--- config.mk ---
export PLATFORM = sky130hd
export DESIGN_NAME = echo_line_acq
export DESIGN_NICKNAME = d
export VERILOG_FILES = /design/src/rtl/echo_line_acq.sv
export SDC_FILE = /design/constraint.sdc
export NUM_CORES = 1
export LEC_CHECK = 0
export CORE_UTILIZATION = 63
export DETAILED_ROUTE_END_ITERATION = 10
export GPL_TIMING_DRIVEN = 0
export PLACE_DENSITY = 0.87
export SETUP_SLACK_MARGIN = 0.5
export SLEW_MARGIN = 5
export SYNTH_ARGS = -nofsm -noshare
export SYNTH_HDL_FRONTEND = slang
export SYNTH_SLANG_ARGS = --single-unit
--- constraint.sdc ---
create_clock -name clk -period 6.1 [get_ports clk]
set_input_delay 0.61 -clock clk [delete_from_list [all_inputs] [get_ports clk]]
set_output_delay 0.61 -clock clk [all_outputs]
set_load 0.05 [all_outputs]
--- src/rtl/echo_line_acq.sv ---
// echo_line_acq: per-trigger receive-line acquisition sequencer.
// After a trigger it discards cfg_dly samples, then emits cfg_len outputs,
// each made from a group of 2^k samples (group mean or first sample) and
// tagged with the channel. At the end of each line it moves the receive-mux
// select (fixed channel or next channel in the scan mask) and waits SETTLE
// cycles for the mux to settle before accepting another trigger.
// Handshake: din is consumed only in cycles where din_en=1. dout is valid
// only in the single cycle where dout_en=1. There is no back-pressure.
module echo_line_acq #(
  parameter int DATA_W = 14,
  parameter int CH_NUM = 8,
  parameter int SEL_W  = 3,
  parameter int DLY_W  = 16,
  parameter int LEN_W  = 12,
  parameter int K_MAX  = 4,
  parameter int SETTLE = 16,
  localparam int K_W   = $clog2(K_MAX + 1)
) (
  input  logic              clk,
  input  logic              rst_n,
  input  logic              trig,
  input  logic [DATA_W-1:0] din,
  input  logic              din_en,
  input  logic              cfg_scan,
  input  logic [SEL_W-1:0]  cfg_ch,
  input  logic [CH_NUM-1:0] cfg_mask,
  input  logic [DLY_W-1:0]  cfg_dly,
  input  logic [LEN_W-1:0]  cfg_len,
  input  logic [K_W-1:0]    cfg_k,
  input  logic              cfg_avg,
  output logic [SEL_W-1:0]  sel,
  output logic [DATA_W-1:0] dout,
  output logic              dout_en,
  output logic [SEL_W-1:0]  dout_ch,
  output logic              dout_last,
  output logic              busy,
  output logic              done,
  output logic              trig_miss,
  output logic [1:0]        state_dbg
);

  localparam int ACC_W = DATA_W + K_MAX;
  localparam int GRP_W = K_MAX;
  localparam int SET_W = $clog2(SETTLE + 1);

  typedef enum logic [1:0] {ST_IDLE, ST_DELAY, ST_CAPTURE, ST_SETTLE} state_t;

  state_t              state, state_nxt;
  logic                trig_q;
  logic                trig_edge;
  logic [DLY_W-1:0]    dly_r, dly_cnt;
  logic [LEN_W-1:0]    len_r, out_cnt;
  logic [K_W-1:0]      k_r, k_sat;
  logic                avg_r, scan_r;
  logic [GRP_W-1:0]    grp_cnt, grp_max;
  logic [ACC_W-1:0]    sum_r, sum_add;
  logic [DATA_W-1:0]   first_r, first_cur, avg_val;
  logic [SET_W-1:0]    settle_cnt;
  logic [SEL_W-1:0]    next_sel;
  logic                line_scan;
  logic                start, cap_out, line_end, grp_last;

  assign trig_edge = trig & ~trig_q;
  assign busy      = (state != ST_IDLE);
  assign state_dbg = state;
  assign k_sat     = (cfg_k > K_W'(K_MAX)) ? K_W'(K_MAX) : cfg_k;
  assign grp_max   = GRP_W'((1 << k_r) - 1);
  assign grp_last  = (grp_cnt == grp_max);
  // A new group restarts the sum and the first-sample holder.
  assign sum_add   = (grp_cnt == '0) ? ACC_W'(din) : sum_r + ACC_W'(din);
  assign first_cur = (grp_cnt == '0) ? din : first_r;
  assign avg_val   = DATA_W'(sum_add >> k_r);
  // An empty line ends in the trigger cycle, before scan mode is latched.
  assign line_scan = (state == ST_IDLE) ? cfg_scan : scan_r;

  // Next enabled channel strictly above sel, wrapping; unchanged if mask is 0.
  always_comb begin
    logic             found;
    logic [SEL_W-1:0] idx;
    next_sel = sel;
    found    = 1'b0;
    idx      = '0;
    for (int i = 1; i <= CH_NUM; i++) begin
      idx = SEL_W'((int'(sel) + i) % CH_NUM);
      if (!found && cfg_mask[idx]) begin
        next_sel = idx;
        found    = 1'b1;
      end
    end
  end

  // State register.
  always_ff @(posedge clk or negedge rst_n) begin
    if (!rst_n) state <= ST_IDLE;
    else        state <= state_nxt;
  end

  // Next-state and per-cycle control strobes.
  always_comb begin
    state_nxt = state;
    start     = 1'b0;
    cap_out   = 1'b0;
    line_end  = 1'b0;
    case (state)
      ST_IDLE: begin
        if (trig_edge) begin
          start = 1'b1;
          if (cfg_len == '0) begin
            line_end  = 1'b1;
            state_nxt = ST_SETTLE;
          end else if (cfg_dly == '0) begin
            state_nxt = ST_CAPTURE;
          end else begin
            state_nxt = ST_DELAY;
          end
        end
      end
      ST_DELAY: begin
        if (din_en && dly_cnt == dly_r - DLY_W'(1)) state_nxt = ST_CAPTURE;
      end
      ST_CAPTURE: begin
        if (din_en && grp_last) begin
          cap_out = 1'b1;
          if (out_cnt + LEN_W'(1) == len_r) begin
            line_end  = 1'b1;
            state_nxt = ST_SETTLE;
          end
        end
      end
      ST_SETTLE: begin
        if (settle_cnt == SET_W'(SETTLE - 1)) state_nxt = ST_IDLE;
      end
      default: state_nxt = ST_IDLE;
    endcase
  end

  // Datapath: config latch, counters, accumulator, outputs and channel select.
  always_ff @(posedge clk or negedge rst_n) begin
    if (!rst_n) begin
      trig_q     <= 1'b1;
      dly_r      <= '0;
      len_r      <= '0;
      k_r        <= '0;
      avg_r      <= 1'b0;
      scan_r     <= 1'b0;
      dly_cnt    <= '0;
      out_cnt    <= '0;
      grp_cnt    <= '0;
      sum_r      <= '0;
      first_r    <= '0;
      settle_cnt <= '0;
      sel        <= '0;
      dout       <= '0;
      dout_en    <= 1'b0;
      dout_ch    <= '0;
      dout_last  <= 1'b0;
      done       <= 1'b0;
      trig_miss  <= 1'b0;
    end else begin
      trig_q    <= trig;
      dout_en   <= 1'b0;
      dout_last <= 1'b0;
      done      <= 1'b0;
      trig_miss <= trig_edge && (state != ST_IDLE);
      if (start) begin
        dly_r      <= cfg_dly;
        len_r      <= cfg_len;
        k_r        <= k_sat;
        avg_r      <= cfg_avg;
        scan_r     <= cfg_scan;
        dly_cnt    <= '0;
        out_cnt    <= '0;
        grp_cnt    <= '0;
        sum_r      <= '0;
        first_r    <= '0;
        settle_cnt <= '0;
      end
      if (state == ST_DELAY && din_en) dly_cnt <= dly_cnt + DLY_W'(1);
      if (state == ST_CAPTURE && din_en) begin
        sum_r   <= sum_add;
        first_r <= first_cur;
        grp_cnt <= grp_last ? '0 : grp_cnt + GRP_W'(1);
      end
      if (cap_out) begin
        dout    <= avg_r ? avg_val : first_cur;
        dout_en <= 1'b1;
        dout_ch <= sel;
        out_cnt <= out_cnt + LEN_W'(1);
      end
      if (state == ST_SETTLE) settle_cnt <= settle_cnt + SET_W'(1);
      if (line_end) begin
        dout_last  <= cap_out;
        done       <= 1'b1;
        settle_cnt <= '0;
        sel        <= line_scan ? next_sel : cfg_ch;
      end else if (state == ST_IDLE && !cfg_scan) begin
        sel <= cfg_ch;
      end
    end
  end

endmodule

==> summary.md <==
| Metric | Value |
|---|---|
| Run status | `completed` |
| Max_cap viols | `0` |
| Placed insts | `1355` |
| Worst hold-check path type | `input port to asynchronous set/reset pin` |
| Cell variety after synth | `92` |
| Power per cell area | `532.0 nW/µm²` |
| Synth top cells by count | `nand2_1, dfrtp_1, o21ai_0` |
| CTS resizes | `0` |
| Yosys top cell by area | `dfrtp_1` |
| Post-synth EDFFs | `0` |
| Area delta synth->final | `18.86%` |
| Clock Skews | `8.819 ps` |
| Largest net degree at the start of global routing | `75` |
| DRC violations left | `0` |
| Yosys reg bits | `129` |
| Max Clock Freq | `244.5 MHz` |
| Layout filler cell count | `1055` |
| Mapped Area | `9295 µm²` |
| Number of setup buffers added after CTS | `0` |
| Avg WL per Cell | `19.92 µm` |
| Leakage Power | `0.004807 µW` |
| Ys Warns | `0` |
| Worst Path Arrival | `4390 ps` |
| Endpoints failing setup | `0` |
| Antenna Nets Post-Route | `0` |
| CP Data Required Time | `6400 ps` |
| Worst rel slew slack | `0.4969` |
| Die area | `15240 µm²` |
| Top cell type's share of synthesized area | `0.3446` |
| Unrepaired setup endpoints after global routing | `false` |
| Layout cell share with drive strength beyond 1 | `0.07398` |
| Drt via density | `6.636` |
| Worst-margin pin slew | `748.8 ps` |
| Cells after synthesis | `1082` |
| Post-synth net total | `1173` |
| Area of the core | `14480 µm²` |
| Synthesized area per cell | `8.591 µm²` |
| Congestion Overflow GR | `0` |
| Vias in the first global route | `8339` |
| I/O Buffers | `88` |
| Nets | `1281` |
| Switching share of power | `0.4711` |
| Iter 0 DRT Violations | `726` |
| Psw | `2769 µW` |
| Global-route wire length before repair | `42.57 mm` |
| CTS sink count | `129` |
| DIE HEIGHT | `123.5 µm` |
| FP Rows | `44` |
| Tmin final | `4089 ps` |
| Ys flop type | `dfrtp_1` |
| Clk slew on worst S/H paths | `60 ps` |
| Sequential power share | `0.237` |
| Chip width | `123.5 µm` |
| Worst VDD drop | `0.4578 mV` |
| Initial Util | `0.6420` |
| DR vias | `9204` |
| Comb power frac | `0.580` |
| Total track usage | `0.3680` |
| Max FO, Critical Path | `4` |
| Hold buffers post-CTS | `0` |
| Clock root buffer | `clkbuf_16` |
| Initial antenna violation count | `0` |
| GP Congestion | `0.9824` |
| DP HPWL | `20.53 mm` |
| Clock Tree Buf Depth | `2` |
| CTS tree | `done` |
| Setup_tns | `0 ps` |
| Final core utilization | `0.7630` |
| Clock power share | `0.183` |
| Total CTS buffers | `17` |
| Register area share after synthesis | `0.3474` |
| H-tree depth | `4` |
| Period utilization | `0.6704` |
| Most common cell in the netlist | `nand2_1` |
| Routed WL | `27.63 mm` |
| Async SR Flop Fraction | `1.000` |
| Startpoint types | `input port` |
| Final Hold Fails | `0` |
| Diodes inserted | `0` |
| TritonRoute pass-1 iters | `6` |
| Pins Over Slew Limit | `0` |
| I/O pins | `89` |
| P_int | `3109 µW` |
| Endpoint type of the worst setup path | `register` |
| Class of the most critical setup path | `input port to register` |
| Clk Latency, worst-skew pair | `420 ps` |
| Area contributors post-synth | `dfrtp_1, nand2_1, o21ai_0` |
| Cell Count, Final, Fillers Out | `1387` |
[worst paths after layout]
| check | slack (ps) | cells after the start | start | endpoint |
|---|---|---|---|---|
| max in group asynchronous | 5160 | 2 | rst_n | trig_q |
| min reg2reg | 480 | 2 | dout_ch[0] | dout_ch[0] |
| max | 2010 | 11 | din[0] | dout[3] |
| min in group clk | 480 | 2 | dout_ch[0] | dout_ch[0] |
| max reg2reg | 2040 | 13 | sel[1] | sel[1] |
| min | 150 | 1 | rst_n | sum_r[13] |
[power groups by stage]
| stage | logic (µW) | clock network [µW] | registers [µW] |
|---|---|---|---|
| after floorplan | 2260 | 0 | 1510 |
| after global placement | 3220 | 0 | 1380 |
| after detailed placement | 3310 | 0 | 1390 |
| after CTS | 3340 | 1080 | 1380 |
| after global routing | 3660 | 1120 | 1420 |
| final | 3410 | 1070 | 1390 |
[through the flow]
stage | total power (µW) | hold slack [ps] | setup WS (ps) | area (µm²)
after global placement | 4598 | 456.7 | -720.4 | 10410
after floorplan | 3773 | 314.4 | 2458 | 9295
final | 5878 | 150.7 | 2011 | 11050
after detailed placement | 4694 | 466.3 | 1713 | 10440
after global routing | 6196 | 201.5 | 1746 | 11050
after CTS | 5797 | 169.8 | 2104 | 11050
[flip-flops by register name (all words and copies together), names as in the netlist, 2 cells and up]
register / flops
settle_cnt: 5
dout: 14
out_cnt: 12
dly_r: 16
k_r: 3
state_dbg: 2
first_r: 14
dly_cnt: 16
len_r: 12
sel: 3
sum_r: 18
grp_cnt: 4
dout_ch: 3
[logic make-up (layout without fill, tap and decap cells)]
logic type                 after synthesis  count (layout)  synth area share
muxes                                   53              53           0.07498
adders and majority gates               29              29           0.03984
and+or+nand+nor                        419             419            0.2214
xor gates and xnor gates                50              50           0.04711
DFF                                    129             129            0.3474
buffers and inverters                   98             219           0.04496
AOI/OAI and AO/OA                      304             304            0.2243
[layer usage]
| layer | up-vias | routed length [µm] | GRT usage |
|---|---|---|---|
| li1 | 4211 | - | - |
| met1 | 4406 | 11180 | 0.4726 |
| met2 | 485 | 13150 | 0.5985 |
| met3 | 102 | 2052 | 0.06411 |
| met4 | 0 | 1246 | 0.1830 |
| met5 | - | 0 | 0 |
[layout make-up]
cell class	count	area, µm²	share of cell area
flip-flops and latches	129	3229	0.2923
clock buffers	22	454.2	0.04111
plain buffers	71	316.6	0.02865
repair buffers	89	909.6	0.08233
multi-input cells	855	5648	0.5112
clock inverters	10	158.9	0.01438
well taps	184	230.2	0.02084
inverters	27	101.3	0.009173
[layout by cell type (no fill, tap or decap), types with 16 or more instances in the layout]
master	Yosys	layout
a22o_1	21	21
nor3_1	21	21
a21oi_1	51	51
o21ai_0	90	90
inv_1	24	24
dfrtp_1	128	128
xnor2_1	33	33
xor2_1	17	17
mux2i_1	34	34
nand3_1	49	49
nand2_1	172	172
clkbuf_1	47	51
a211oi_1	16	16
clkdlybuf4s50_1	0	87
clkbuf_16	0	17
nor2_1	62	62
ha_1	28	28
[worst max-delay path: stages]
cell and delay, ps:
clkdlybuf4s50_1 460, ha_1 280, fa_1 440, a21o_1 230, a221oi_2 540, a21oi_1 160
mux2i_1 190, or2_1 320, mux4_2 540, mux2_2 290, a221o_1 330
(Power assumes the default switching activity.)
